## config.mk

```make
export PLATFORM = sky130hd
export DESIGN_NAME = stun_controller_flat
export DESIGN_NICKNAME = d
export VERILOG_FILES = /design/src/rtl/stun_controller_if.sv /design/src/rtl/stun_controller.sv /design/src/flat_wrapper.sv
export SDC_FILE = /design/constraint.sdc
export NUM_CORES = 1
export LEC_CHECK = 0
export ABC_CLOCK_PERIOD_IN_PS = 3650
export CORE_MARGIN = 1
export CORE_UTILIZATION = 50
export CTS_BUF_LIST = sky130_fd_sc_hd__clkbuf_16
export DETAILED_ROUTE_END_ITERATION = 16
export GPL_ROUTABILITY_DRIVEN = 0
export HOLD_SLACK_MARGIN = 0.1
export PLACE_DENSITY = 0.81
export SETUP_SLACK_MARGIN = 0.3
export SYNTH_ARGS = -nofsm -noshare
export SYNTH_HDL_FRONTEND = slang
export SYNTH_SLANG_ARGS = --single-unit
```

## constraint.sdc

```tcl
create_clock -name clk -period 3.65 [get_ports clk]
set_input_delay 0.365 -clock clk [delete_from_list [all_inputs] [get_ports clk]]
set_output_delay 0.365 -clock clk [all_outputs]
set_load 0.02 [all_outputs]
```

## src/rtl/stun_controller_if.sv

```systemverilog
// stun_controller_if: bomb/player inputs and per-player stun status outputs of stun_controller
interface stun_controller_if #(
  parameter int NUM_PLAYERS = 2,
  parameter int COORD_W = 6
);
  logic bomb_valid;
  logic [COORD_W-1:0] bomb_x, bomb_y;
  logic [NUM_PLAYERS*COORD_W-1:0] player_x, player_y;
  logic [NUM_PLAYERS-1:0] stun_active, stun_start, immune;
  modport master (
    output bomb_valid, bomb_x, bomb_y, player_x, player_y,
    input  stun_active, stun_start, immune
  );
  modport slave (
    input  bomb_valid, bomb_x, bomb_y, player_x, player_y,
    output stun_active, stun_start, immune
  );
endinterface

```

## src/rtl/stun_controller.sv

```systemverilog
// stun_controller: square-radius blast hit test and per-player stun timer.
// Defining STUN_IMMUNITY_EN adds a post-stun immunity window during which hits are ignored.
module stun_controller #(
  parameter int NUM_PLAYERS = 2,
  parameter int COORD_W = 6,
  parameter int RADIUS = 1,
  parameter int STUN_CYCLES = 250000000,
  parameter int IMMUNE_CYCLES = 100000000,
  parameter int CNT_W = 28
) (
  input logic clk,
  input logic resetn,
  stun_controller_if.slave bus
);
  typedef enum logic [1:0] {IDLE, STUNNED, IMMUNE} state_t;
  localparam logic [COORD_W:0] RAD = (COORD_W+1)'(RADIUS);
  localparam logic [CNT_W-1:0] STUN_LOAD = CNT_W'(STUN_CYCLES - 1);
`ifdef STUN_IMMUNITY_EN
  localparam logic [CNT_W-1:0] IMM_LOAD = CNT_W'(IMMUNE_CYCLES - 1);
`endif
  if (STUN_CYCLES < 1 || IMMUNE_CYCLES < 1) begin : gBadCfg
    $error("stun_controller: STUN_CYCLES and IMMUNE_CYCLES must be >= 1");
  end
  logic [NUM_PLAYERS-1:0] stunActive, stunStart, immune;
  for (genvar i = 0; i < NUM_PLAYERS; i++) begin : gPlayer
    logic [COORD_W-1:0] px, py;
    logic [COORD_W:0] dx, dy;
    logic hit, startNext, startQ;
    state_t state, stateNext;
    logic [CNT_W-1:0] cnt, cntNext;
    assign px = bus.player_x[i*COORD_W +: COORD_W];
    assign py = bus.player_y[i*COORD_W +: COORD_W];
    // absolute distances without wrap-around: the grid edges are not adjacent
    assign dx = px >= bus.bomb_x ? {1'b0, px - bus.bomb_x} : {1'b0, bus.bomb_x - px};
    assign dy = py >= bus.bomb_y ? {1'b0, py - bus.bomb_y} : {1'b0, bus.bomb_y - py};
    assign hit = bus.bomb_valid && dx <= RAD && dy <= RAD;
    always_comb begin
      stateNext = state;
      cntNext = cnt;
      startNext = 1'b0;
      case (state)
        IDLE: begin
          stateNext = hit ? STUNNED : IDLE;
          cntNext = hit ? STUN_LOAD : cnt;
          startNext = hit;
        end
        STUNNED: begin
          startNext = hit;
          if (hit) cntNext = STUN_LOAD;
          else if (cnt == '0) begin
`ifdef STUN_IMMUNITY_EN
            stateNext = IMMUNE;
            cntNext = IMM_LOAD;
`else
            stateNext = IDLE;
`endif
          end
          else cntNext = cnt - CNT_W'(1);
        end
`ifdef STUN_IMMUNITY_EN
        IMMUNE: begin
          stateNext = cnt == '0 ? IDLE : IMMUNE;
          cntNext = cnt == '0 ? cnt : cnt - CNT_W'(1);
        end
`endif
        default: stateNext = IDLE;
      endcase
    end
    always_ff @(posedge clk or negedge resetn) begin
      if (!resetn) begin
        state <= IDLE;
        cnt <= '0;
        startQ <= 1'b0;
      end else begin
        state <= stateNext;
        cnt <= cntNext;
        startQ <= startNext;
      end
    end
    assign stunActive[i] = state == STUNNED;
    assign stunStart[i] = startQ;
`ifdef STUN_IMMUNITY_EN
    assign immune[i] = state == IMMUNE;
`endif
  end
`ifndef STUN_IMMUNITY_EN
  assign immune = '0;
`endif
  assign bus.stun_active = stunActive;
  assign bus.stun_start = stunStart;
  assign bus.immune = immune;
endmodule

```

## src/flat_wrapper.sv

```systemverilog
// flat-port wrapper written by rule: the top's interface ports become plain ports
module stun_controller_flat 
#(
  parameter int NUM_PLAYERS = 2,
  parameter int COORD_W = 6,
  parameter int RADIUS = 1,
  parameter int STUN_CYCLES = 250000000,
  parameter int IMMUNE_CYCLES = 100000000,
  parameter int CNT_W = 28
)
  (clk, resetn, bus_bomb_valid, bus_bomb_x, bus_bomb_y, bus_player_x, bus_player_y, bus_stun_active, bus_stun_start, bus_immune);
  stun_controller_if #(.NUM_PLAYERS(NUM_PLAYERS), .COORD_W(COORD_W)) bus_i ();
  input logic clk;
  input logic resetn;
  input wire logic [$bits(bus_i.bomb_valid)-1:0] bus_bomb_valid;
  input wire logic [$bits(bus_i.bomb_x)-1:0] bus_bomb_x;
  input wire logic [$bits(bus_i.bomb_y)-1:0] bus_bomb_y;
  input wire logic [$bits(bus_i.player_x)-1:0] bus_player_x;
  input wire logic [$bits(bus_i.player_y)-1:0] bus_player_y;
  output wire logic [$bits(bus_i.stun_active)-1:0] bus_stun_active;
  output wire logic [$bits(bus_i.stun_start)-1:0] bus_stun_start;
  output wire logic [$bits(bus_i.immune)-1:0] bus_immune;
  assign bus_i.bomb_valid = bus_bomb_valid;
  assign bus_i.bomb_x = bus_bomb_x;
  assign bus_i.bomb_y = bus_bomb_y;
  assign bus_i.player_x = bus_player_x;
  assign bus_i.player_y = bus_player_y;
  assign bus_stun_active = bus_i.stun_active;
  assign bus_stun_start = bus_i.stun_start;
  assign bus_immune = bus_i.immune;
  stun_controller #(.NUM_PLAYERS(NUM_PLAYERS), .COORD_W(COORD_W), .RADIUS(RADIUS), .STUN_CYCLES(STUN_CYCLES), .IMMUNE_CYCLES(IMMUNE_CYCLES), .CNT_W(CNT_W)) u_core (.clk(clk), .resetn(resetn), .bus(bus_i));
endmodule
```

Word level (Yosys, flattened, before mapping)
Index checks and enable logic that the tools add are counted.

storage, ports and cells
  register bits after elaboration = 62
  bits of input ports = 39
  output and inout bits = 6
  word-level logic and storage cells = 72

cells by class
  add/sub/neg operators = 10
  magnitude comparators = 8
  eq/ne operators = 10
  multiplexer cells = 22
  reduce and logical (&&, ||, !) cells = 16

operators by type and width
  operator                                                                 count
  28-bit two-way mux                                                       6
  28-bit one-hot mux with 2 select lines                                   2
  28-bit logical NOT                                                       2
  28-bit by 1-bit subtractor with 28-bit output, second input constant     2
  6-bit subtractor                                                         8
  7-bit by 1-bit <= comparator with 1-bit output, second input constant    4
  6-bit greater-or-equal comparator                                        4
  6-bit two-way mux                                                        4
  2-bit two-way mux                                                        4
  2-bit by 1-bit inequality test with 1-bit output, second input constant  4
  2-bit one-hot mux with 2 select lines                                    2
  3-bit by 2-bit inequality test with 1-bit output, second input constant  2
  3-bit AND reduction                                                      2
  2-bit by 1-bit equality test with 1-bit output, second input constant    2
  1-bit logical AND                                                        4
  2-bit logical NOT                                                        2
  1-bit two-way mux                                                        4
  2-bit inequality test, second input constant                             2
  2-bit AND reduction                                                      2
  2-bit nonzero test                                                       2
  2-bit OR reduction                                                       2

Logic depth before layout (Yosys ltp)
Gate-level depths: netlist (run 1).

  word-level depth = 7
  depth in mapped cells = 14
  gate-level depth less buffers = 12

Least setup slack after synthesis (run 1)
Ideal clock, no wire load.

  kind = in2reg
  from = input bus_player_x[0]
  to = register u_core.gPlayer[0].cnt[0]
  library setup time = 0.123 ns
  arrival = 2.883 ns
  data required time = 3.527 ns
  slack = 0.644 ns
  stages on the path = 14
  buffers on the path = 2
  cells stage by stage = inv_1 -> ha_1 -> inv_1 -> fa_1 -> a21oi_1 -> o221ai_1 -> or3b_2 -> and3_1 -> o211ai_1 -> nor4_1 -> nand4_1 -> clkbuf_1 -> buf_2 -> nand2_1

on the way
  longest elaborated chain between the ends = 7
  elaborated cells on any way between the ends = 12
  those cells by class = add/sub (2); order compare (2); eq/ne (2); mux (3); reduce/logical (3)

ends and longest elaborated chain
  item                                                                                                   RTL line               source
  start, declared                                                                                        flat_wrapper.sv:18     input wire logic [$bits(bus_i.player_x)-1:0] bus_player_x;
  6-bit subtractor / 6-bit greater-or-equal comparator (equally long branches)                           stun_controller.sv:34  assign dx = px >= bus.bomb_x ? {1'b0, px - bus.bomb_x} : {1'b0, bus.bomb_x - px};
  6-bit two-way mux (*)                                                                                  stun_controller.sv:34
  7-bit by 1-bit <= comparator with 1-bit output (*)                                                     stun_controller.sv:36  assign hit = bus.bomb_valid && dx <= RAD && dy <= RAD;
  1-bit logical AND (*) (2 in a row)                                                                     stun_controller.sv:36
  3-bit by 2-bit inequality test with 1-bit output (no source line), or another cell as far along        n/a
  3-bit AND reduction (no source line) / 28-bit one-hot mux with 2 select lines (equally long branches)  n/a
  end signal, assigned                                                                                   stun_controller.sv:76  cnt <= cntNext;
  end, declared                                                                                          stun_controller.sv:30  logic [CNT_W-1:0] cnt, cntNext;

Every way passes the cells marked *; elsewhere a longest branch is shown, timed or not.
A chain may end at the register's enable or synchronous reset.

Final worst setup path (run 1)
  from = input bus_player_x[1]
  to = register u_core.gPlayer[0].cnt[10]

The elaborated chain is that of the path after synthesis.

==> results of run 1 <==
-- path summary, 6_finish.rpt --
check                                                from                         to  slack [ns]  depth (start not counted)
min in group asynchronous                          resetn  u_core.gPlayer[1].cnt[18]        0.58                          2
worst max-delay path                      bus_player_x[1]  u_core.gPlayer[0].cnt[10]        0.44                         12
worst min-delay path             u_core.gPlayer[0].cnt[4]   u_core.gPlayer[0].cnt[4]        0.51                          2
worst max register to register  u_core.gPlayer[1].cnt[22]  u_core.gPlayer[1].cnt[25]        0.68                          8
max in group asynchronous                          resetn  u_core.gPlayer[0].cnt[24]        2.22                          3
worst min register to register   u_core.gPlayer[0].cnt[4]   u_core.gPlayer[0].cnt[4]        0.51                          2
-- Yosys cell counts, types with 3 or more instances --
library cell	n	area (um2)
buf_4	4	30.0
or4_4	4	45.0
o31ai_1	3	22.5
and2_1	12	75.1
o21bai_1	3	22.5
nor4_1	12	75.1
nand2_1	63	236
nor3_1	18	90.1
dfrtp_1	60	1500
nand4b_1	4	35.0
nor2b_1	6	37.5
a21boi_0	3	22.5
a221oi_1	4	35.0
nand2b_1	8	50.1
clkbuf_1	11	41.3
fa_1	8	160
mux2i_1	9	90.1
nand3b_1	6	45.0
inv_1	53	199
xnor2_1	33	289
nand3_1	11	55.1
xor2_1	27	236
or2_2	3	18.8
a21oi_1	22	110
o22ai_1	4	25.0
ha_1	46	576
o211ai_1	7	52.6
or4_1	5	37.5
nand4_1	6	37.5
a21o_1	4	30.0
nor2_1	46	173
o21ai_0	13	65.1
-- cells by family after synthesis --
group / synth area share
AND/OR/NAND/NOR: 0.247
AO/OA/AOI/OAI: 0.114
buffers and inverters: 0.0580
XOR/XNOR: 0.106
flip-flops: 0.304
adder cells (fa/ha/maj): 0.149
multiplexers: 0.0205
other: 0.000760
-- power by group through the flow --
stage                     Clock (mW)  Sequential [mW]  Combinational (mW)
after floorplan                    0            0.813               0.450
after global placement             0            0.821               0.587
after detailed placement           0            0.825               0.614
after CTS                      0.960            0.816               0.620
after global routing           0.988            0.831               0.700
final                          0.948            0.817               0.623
-- layout make-up --
class	count	share of cell area
repair buffers	50	0.0857
clock buffers	9	0.0384
multi-input cells	434	0.540
clock inverters	7	0.0183
inverters	53	0.0339
well taps	129	0.0275
flip-flops and latches	60	0.256
-- flip-flops by register name, summed over array words and instances (netlist names) --
name	cells
u_core.gPlayer.state	2
u_core.gPlayer.startQ	2
u_core.gPlayer.cnt	56
-- metal layers --
| layer | global-route usage | routed length (um) |
|---|---|---|
| met2 | 0.380 | 5080 |
| met4 | 0.0881 | 197 |
| met5 | 0 | 0 |
| met3 | 0.0311 | 402 |
| met1 | 0.263 | 4510 |
-- stage by stage --
stage | instance area [um2] | hold WS, ns | cells | setup WS, ns
final | 5870 | 0.512 | 742 | 0.439
after global routing | 5870 | 0.536 | 742 | 0.319
after CTS | 5850 | 0.512 | 742 | 0.447
after detailed placement | 5510 | 0.408 | 725 | 0.101
after global placement | 5510 | 0.397 | 725 | 0.225
after floorplan | 4940 | 0.0694 | 564 | 0.644
-- critical path: stages --
cell             delay, ns
clkdlybuf4s50_1       0.56
inv_1                 0.11
ha_1                  0.35
nor2b_1               0.15
o21ai_0               0.29
or3b_2                0.49
a21oi_1               0.14
o211ai_1              0.11
nor4_1                0.27
nand4_1               0.21
buf_12                0.22
a21boi_0              0.13
-- what timing repair did --
item                                   in CTS  in global routing
hold buffers                                1                  0
endpoints found under the hold margin      25                  0
gates resized for setup                     0                  6
setup endpoints to repair                   0                 28
==> results.py, run 1 <==
metrics = {
    "global_routing": {
        "grt_max_degree": 36,
        "first_global_vias": 4087,
        "grt_antenna_before_repair": 0,
        "grt.total_usage": 0.215,
        "grt_pass1_wl_um": 17700,
        "overflow": 0,
    },
    "yosys": {
        "yosysSeqAreaShare": 0.304,
        "postSynth.asyncResetShare": 1.00,
        "synth_flop_cell": "dfrtp_1",
        "syn-instance-count": 563,
        "yosys_warnings": 0,
        "syn-cell-area_um2": 4940,
        "synth-seq-cells": 60,
        "ys_types": 65,
        "synth_edf_count": 0,
        "synth.avg_cell_area_um2": 8.77,
    },
    "timing": {
        "rsz0062_at_grt": "false",
        "hold_viol": 0,
        "worst_pin_slew_ns": 0.755,
        "slew_violations": 0,
        "max_freq_ghz": 0.311,
        "slew-limit-headroom": 0.490,
        "tns_ns": 0,
        "timing.final.crit_share": 0.880,
        "layout_min_cycle_time_ns": 3.21,
        "setup_viol": 0,
        "skew_ns": 0.00599,
    },
    "cells_and_area": {
        "fillers": 797,
        "final_cell_mix": "nand2_1 (63), dfrtp_1 (60), inv_1 (55)",
        "drive_above_1_share": 0.0832,
        "syn_to_final_growth_pct": 18.9,
        "fin_nets": 701,
        "multiInputGateArea_um2": 3170,
        "layout_commonest_cell": "nand2_1",
        "utilization": 0.623,
        "antenna_cells": 0,
        "regArea_um2": 1500,
    },
    "cts": {
        "clk-insertion-delay-late_ns": 0.33,
        "cts_buffers": 9,
        "cts_max_level": 3,
        "clockBufferDepth": 2,
        "cts-root-buf": "clkbuf_16",
        "cts_num_sinks": 60,
        "path_clk_slew_ns": 0.05,
        "cts_tree": "done",
        "postCtsSetupBuffers": 0,
    },
    "drt": {
        "wirelength_um": 10200,
        "drtIter0Drc": 209,
        "ant_nets": 0,
        "dr_total_vias": 4135,
        "vias_per_cell": 5.57,
        "drc_errors": 0,
        "wl_per_cell_um": 13.7,
        "dr.pass1.iters": 5,
    },
    "floorplan": {
        "die_w_um": 101,
        "pin_count": 45,
        "core_area_um2": 9420,
        "initial_core_util": 0.524,
        "placement_rows": 35,
        "dieArea_um2": 10300,
        "die_y_um": 101,
    },
    "power": {
        "powerDensity_nw_per_um2": 407,
        "power.share.sequential": 0.342,
        "power_mw": 2.39,
        "net-switching-power_mw": 0.697,
        "swShare": 0.292,
        "leakagePower_nw": 2.42,
        "pwr-share-comb": 0.261,
        "max-vdd-ir-drop_uv": 293,
        "pwr-share-clk": 0.397,
        "internal_power_mw": 1.69,
    },
    "setup_path": {
        "crit_path_end_kind": "flop",
        "path_class": "input pin to flop",
        "path_max_fanout": 29,
        "required_ns": 3.85,
        "crit_arrival_ns": 3.41,
        "cp-start-kind": "input pin",
    },
    "run": {
        "cap_violations": 0,
    },
    "status": {
        "status": "finished clean",
    },
    "placement": {
        "dp_hpwl_um": 7820,
        "io_buffers": 42,
    },
    "min_path": {
        "hold_class": "flop to flop",
    },
}
(Power assumes the default switching activity.)
==> run 2: changes to the inputs <==
Settings changed: ABC_AREA set to 1, PLACE_DENSITY 0.81 to 0.8.
==> run 2 against run 1 <==
  * Worst hold slack worse by 0.014 ns
  * Global-route usage up 1.0 points
  * Flip-flop and latch count unchanged
  * Clock power down 7.2%
  * Critical path type unchanged
  * Register-to-register slack better by 0.46 ns
  * Worst setup slack better by 0.32 ns
  * Synthesized area up 27%
  * Non-clock buffer count down 6
  * Clock skew down 0.0014 ns
  * Synthesized cell count up 67%
  * Fmax up 11%
  * Largest power group is now combinational logic
==> results.py, run 2 <==
metrics = {
    "floorplan": {
        "placement_rows": 40,
        "dieArea_um2": 13000,
        "core_area_um2": 12100,
        "initial_core_util": 0.518,
        "die_w_um": 114,
        "die_y_um": 114,
        "pin_count": 45,
    },
    "cells_and_area": {
        "antenna_cells": 0,
        "fin_cells": 1145,
        "regMostFlops": "u_core.gPlayer.cnt",
        "top_regs": "u_core.gPlayer.cnt (56), u_core.gPlayer.startQ (2), u_core.gPlayer.state (2)",
        "layout_commonest_cell": "nand2_1",
        "fin_nets": 1065,
        "drive_above_1_share": 0.0901,
        "final_cell_mix": "nand2_1 (251), inv_1 (138), nor2_1 (123)",
        "largest_reg_flops": 56,
        "fillers": 1192,
        "syn_to_final_growth_pct": 12.3,
    },
    "setup_path": {
        "required_ns": 3.91,
        "path_class": "input pin to flop",
        "cp_top_family": "simple AND/OR/NAND/NOR gates",
        "cpMostUsedCell": "nand2_1",
        "crit_path_end_kind": "flop",
        "crit_buf_inv": 4,
        "cp-start-kind": "input pin",
        "critPathSlowestCell": "clkdlybuf4s50_1",
        "crit_chain": "clkdlybuf4s50_1 -> inv_1 -> fa_1 -> inv_1 -> nand2_1 -> nand2_1 -> o211ai_2 -> nand2_1 -> nand2_1 -> nor2_1 -> inv_1 -> nor2_4 -> nand2_2 -> nand2_1",
        "path_max_fanout": 20,
        "max_stage_delay_ns": 0.60,
        "crit_arrival_ns": 3.15,
    },
    "global_routing": {
        "grt_antenna_before_repair": 0,
        "grt_max_degree": 33,
        "grt_pass1_wl_um": 23600,
        "overflow": 0,
        "first_global_vias": 5328,
        "grt.total_usage": 0.225,
    },
    "drt": {
        "dr.pass1.iters": 5,
        "dr_total_vias": 5718,
        "wl_per_cell_um": 11.8,
        "wirelength_um": 13500,
        "drtIter0Drc": 316,
        "ant_nets": 0,
        "vias_per_cell": 4.99,
        "drc_errors": 0,
    },
    "power": {
        "power_mw": 2.77,
        "pwr-share-clk": 0.318,
        "powerDensity_nw_per_um2": 392,
        "internal_power_mw": 1.77,
        "power.share.sequential": 0.333,
        "max-vdd-ir-drop_uv": 206,
        "swShare": 0.360,
        "pwr-share-comb": 0.348,
        "leakagePower_nw": 3.46,
        "net-switching-power_mw": 0.995,
    },
    "yosys": {
        "syn-cell-area_um2": 6280,
        "yosysSeqAreaShare": 0.239,
        "synth_top_cells_by_area": "dfrtp_1 (24%), nand2_1 (15%), ha_1 (9.2%)",
        "postSynth.asyncResetShare": 1.00,
        "synth.avg_cell_area_um2": 6.69,
        "synth_flop_cell": "dfrtp_1",
        "yosys.cell_count.top_type": "nand2_1",
        "yosys_warnings": 0,
        "synth_common_cells": "nand2_1 (251), inv_1 (136), nor2_1 (123)",
        "synth_top_area_frac": 0.239,
        "ys_types": 44,
        "synth_edf_count": 0,
        "synth_top_area_cell": "dfrtp_1",
        "synth-seq-cells": 60,
        "syn-instance-count": 938,
    },
    "cts": {
        "clockBufferDepth": 2,
        "path_clk_slew_ns": 0.05,
        "cts_max_level": 3,
        "cts_tree": "done",
        "clk-insertion-delay-late_ns": 0.34,
        "postCtsSetupBuffers": 0,
        "cts_buffers": 9,
        "cts_resized": 0,
        "ctsHoldBuffers": 1,
        "cts-root-buf": "clkbuf_16",
        "cts_num_sinks": 60,
    },
    "timing": {
        "slew_violations": 0,
        "setup_slack_ns": 0.761,
        "skew_ns": 0.00459,
        "worst_pin_slew_ns": 0.672,
        "timing.final.crit_share": 0.791,
        "max_freq_ghz": 0.346,
        "setup_viol": 0,
        "rsz0062_at_grt": "false",
        "tns_ns": 0,
        "layout_min_cycle_time_ns": 2.89,
        "hold_viol": 0,
        "slew-limit-headroom": 0.552,
    },
    "min_path": {
        "hold_class": "flop to flop",
    },
    "placement": {
        "dp_hpwl_um": 10800,
        "place_ws_ns": 0.381,
        "io_buffers": 42,
        "post-place-cells": 1128,
    },
    "status": {
        "status": "finished clean",
    },
    "run": {
        "cap_violations": 0,
    },
}
==> run 2: metrics by stage <==
stage	hold slack [ns]	instance area (um2)	utilization
3_3_place_gp	0.452	6740	0.556
6_report	0.498	7050	0.582
5_1_grt	0.527	7050	0.582
4_1_cts	0.497	7050	0.582
2_1_floorplan	0.0694	6280	-
3_5_place_dp	0.450	6740	0.556
==> run 2: worst register-to-register path: stages, from the launching register on <==
cell and delay [ns]:
dfrtp_1 0.38, inv_1 0.11, ha_1 0.26, nand2_1 0.10, nor2_2 0.19, nand2_1 0.13, nor3_2 0.18, nand3_2 0.20
nand2_4 0.30, inv_2 0.20, nand2_1 0.11, xor2_1 0.17, a21oi_1 0.06
==> run 2: logic make-up after synthesis <==
family	synth area share
simple gates	0.392
buf+inv	0.116
compound gates	0.0642
flops	0.239
fa+ha+maj	0.117
xor+xnor	0.0711
other cells	0.000597
==> run 2: worst paths after layout <==
check | slack (ns) | end | from | cells past startpoint
worst max-delay path | 0.76 | u_core.gPlayer[1].cnt[9] | bus_bomb_x[1] | 14
worst min-delay path | 0.50 | u_core.gPlayer[0].cnt[9] | u_core.gPlayer[0].cnt[9] | 2
worst max register to register | 1.14 | u_core.gPlayer[1].cnt[10] | u_core.gPlayer[1].cnt[0] | 12
worst min register to register | 0.50 | u_core.gPlayer[0].cnt[9] | u_core.gPlayer[0].cnt[9] | 2
max in group asynchronous | 2.22 | u_core.gPlayer[0].cnt[13] | resetn | 3
min in group asynchronous | 0.62 | u_core.gPlayer[1].startQ | resetn | 2
==> run 2: power groups by stage <==
stage | clock [mW] | sequential, mW | combinational (mW)
6_report | 0.880 | 0.922 | 0.964
5_1_grt | 0.926 | 0.937 | 1.11
4_1_cts | 0.897 | 0.921 | 0.964
3_5_place_dp | 0 | 0.929 | 0.956
3_3_place_gp | 0 | 0.925 | 0.933
2_1_floorplan | 0 | 0.901 | 0.754
==> run 2: final cells by class <==
cell class                      instances  area, um2  area share
Multi-Input combinational cell        712       4060       0.575
Clock buffer                            9        225      0.0319
Sequential cell                        60       1500       0.213
Inverter                              145        546      0.0773
Tap cell                              168        210      0.0298
Timing Repair Buffer                   44        433      0.0614
Clock inverter                          7       83.8      0.0119
==> run 2: layer usage <==
metal	up-vias	GRT usage	wire length (um)
li1	2995	-	-
met1	2570	0.294	6320
met2	126	0.372	6340
met3	27	0.0275	505
met4	0	0.106	358
met5	-	0	0
==> run 3: changes to the inputs <==
Settings changed: ABC_CLOCK_PERIOD_IN_PS 3650 to 2650, PLACE_DENSITY 0.8 to 0.82.
Clock period 3.65 ns to 2.65 ns, I/O delays scaled along.
==> run 3 against run 2 <==
  * Wire length is 12% higher
  * Via count is 6.6% higher
  * Sequential share of layout area is 2.0 points lower
  * Flip-flop and latch count is the same
  * Die area is the same
  * Register-to-register slack lost 0.69 ns
  * Clock power increased by 28%
  * Critical path depth is 1 higher
  * Global-route usage is 0.75 points higher
  * Worst setup slack worse by 0.36 ns
  * Sequential power increased by 39%
  * Critical path type unchanged
  * Critical endpoint is now u_core.gPlayer[1].state[0]
  * Largest cell class unchanged
==> results.py, run 3 (synthesized netlist as in run 2, its figures left out) <==
metrics = {
    "placement": {
        "dp_hpwl_um": 11400,
        "io_buffers": 42,
        "place_ws_ns": -0.104,
    },
    "cells_and_area": {
        "syn_to_final_growth_pct": 23.7,
        "fin_nets": 1109,
        "drive_above_1_share": 0.179,
        "antenna_cells": 0,
        "regMostFlops": "u_core.gPlayer.cnt",
        "final_cell_mix": "nand2_1 (246), inv_1 (128), nor2_1 (117)",
        "fillers": 1047,
        "top_regs": "u_core.gPlayer.cnt (56), u_core.gPlayer.startQ (2), u_core.gPlayer.state (2)",
        "largest_reg_flops": 56,
        "layout_commonest_cell": "nand2_1",
        "multiInputGateArea_um2": 4360,
        "regArea_um2": 1500,
    },
    "setup_path": {
        "ff2ff_setup_slack_ns": 0.45,
        "crit_chain": "clkdlybuf4s50_1 -> inv_1 -> fa_2 -> inv_2 -> buf_4 -> o21ai_1 -> xor2_1 -> nand2_1 -> nand2_1 -> nor2_2 -> inv_2 -> nor2_4 -> nand2_4 -> clkbuf_16 -> nand2_1",
        "cpMostUsedCell": "nand2_1",
        "crit_arrival_ns": 2.52,
        "max_stage_delay_ns": 0.50,
        "path_class": "input pin to flop",
        "path_max_fanout": 5,
        "crit_buf_inv": 6,
        "crit_path_end_kind": "flop",
        "cp-start-kind": "input pin",
        "required_ns": 2.92,
        "cp_top_family": "buffers and inverters",
        "critPathSlowestCell": "clkdlybuf4s50_1",
    },
    "status": {
        "status": "finished clean",
    },
    "floorplan": {
        "die_w_um": 114,
        "dieArea_um2": 13000,
        "placement_rows": 40,
        "initial_core_util": 0.518,
        "pin_count": 45,
        "core_area_um2": 12100,
        "die_y_um": 114,
    },
    "timing": {
        "worst_pin_slew_ns": 0.665,
        "hold_viol": 0,
        "slew_violations": 0,
        "slew-limit-headroom": 0.557,
        "timing.final.crit_share": 0.850,
        "setup_slack_ns": 0.398,
        "layout_min_cycle_time_ns": 2.25,
        "max_freq_ghz": 0.444,
        "skew_ns": 0.00680,
        "setup_viol": 0,
        "rsz0062_at_grt": "true",
    },
    "cts": {
        "path_clk_slew_ns": 0.05,
        "clockBufferDepth": 2,
        "cts_num_sinks": 60,
        "cts_tree": "done",
        "cts-root-buf": "clkbuf_16",
        "cts_buffers": 9,
        "clk-insertion-delay-late_ns": 0.33,
        "cts_max_level": 3,
    },
    "drt": {
        "drtIter0Drc": 400,
        "dr_total_vias": 6097,
        "wl_per_cell_um": 12.7,
        "wirelength_um": 15100,
        "vias_per_cell": 5.13,
        "ant_nets": 0,
        "drc_errors": 0,
        "dr.pass1.iters": 5,
    },
    "global_routing": {
        "overflow": 0,
        "grt_antenna_before_repair": 0,
        "grt-busiest-layer": "met2",
        "grt.total_usage": 0.233,
        "grt_max_degree": 33,
        "first_global_vias": 5775,
        "gr-usage-met3": 0.0328,
        "gr-usage-met2": 0.406,
        "met1_usage": 0.291,
        "grt_pass1_wl_um": 24800,
    },
    "power": {
        "powerDensity_nw_per_um2": 506,
        "leakagePower_nw": 3.82,
        "internal_power_mw": 2.46,
        "pwr-share-clk": 0.288,
        "max-vdd-ir-drop_uv": 358,
        "swShare": 0.375,
        "power_mw": 3.93,
        "pwr-share-comb": 0.386,
        "net-switching-power_mw": 1.47,
        "power.share.sequential": 0.326,
    },
    "run": {
        "cap_violations": 0,
    },
    "min_path": {
        "hold_class": "flop to flop",
    },
}
## run 3: changes by cell type in the layout (fill, tap and decap cells not counted), moves of 6 or more
cell             previous run  this run
buf_4                       1        39
clkdlybuf4s50_1            41        31
dlymetal6s2s_1              0         9
ha_1                       46        31
ha_2                        0         8
ha_4                        0         7
inv_1                     138       128
inv_2                       8        15
nand3_1                    61        55
nor2_1                    123       117
## run 3: worst paths after layout
kind,from,depth (start not counted),end
worst max-delay path,bus_bomb_x[1],15,u_core.gPlayer[1].state[0]
worst min-delay path,u_core.gPlayer[0].cnt[9],2,u_core.gPlayer[0].cnt[9]
worst max register to register,u_core.gPlayer[1].cnt[0],12,u_core.gPlayer[1].cnt[10]
worst min register to register,u_core.gPlayer[0].cnt[9],2,u_core.gPlayer[0].cnt[9]
max in group asynchronous,resetn,3,u_core.gPlayer[0].cnt[2]
min in group asynchronous,resetn,2,u_core.gPlayer[1].cnt[18]
## run 3: cell type report
class	count	share of cell area
multi-input cells	712	0.561
flip-flops and latches	60	0.193
repair buffers	88	0.111
inverters	145	0.0705
clock buffers	9	0.0290
well taps	168	0.0271
clock inverters	7	0.00870
## run 3: power by group through the flow
stage,clock [mW],combinational (mW),sequential [mW]
finish,1.13,1.51,1.28
detailed placement,0,1.38,1.28
floorplan,0,1.04,1.24
global placement,0,1.34,1.28
global route,1.19,1.71,1.30
CTS,1.14,1.40,1.27
## run 3: repair_timing
| item | 4_1_cts | 5_1_grt |
|---|---|---|
| gates resized for setup | 5 | 78 |
| cloned | 0 | 3 |
| endpoints found under the setup margin | 47 | 60 |
| endpoints found under the hold margin | 28 | 0 |
| hold buffers | 1 | 0 |
| buffers inserted | 0 | 7 |
| pin swaps | 2 | 16 |
## run 3: per-layer routing
metal	routed length [um]	share of wire
met1	6500	0.43
met2	7500	0.50
met3	712	0.047
met4	352	0.023
met5	0	0
## run 3: per-stage QoR
stage | TNS [ns] | std cells | util | hold WS, ns | instance area [um2]
finish | 0 | 1189 | 0.641 | 0.493 | 7770
global route | 0 | 1189 | 0.641 | 0.523 | 7770
detailed placement | -3.51 | 1162 | 0.580 | 0.335 | 7030
CTS | 0 | 1179 | 0.607 | 0.497 | 7350
global placement | -0.961 | 1162 | 0.580 | 0.340 | 7030
floorplan | 0 | 939 | - | -0.0306 | 6280
## run 3: tightest hold or removal path: cells and delay by family (launching register included)
family	cells	cell delay, ns
DFF	1	0.34
and+or+nand+nor	2	0.12
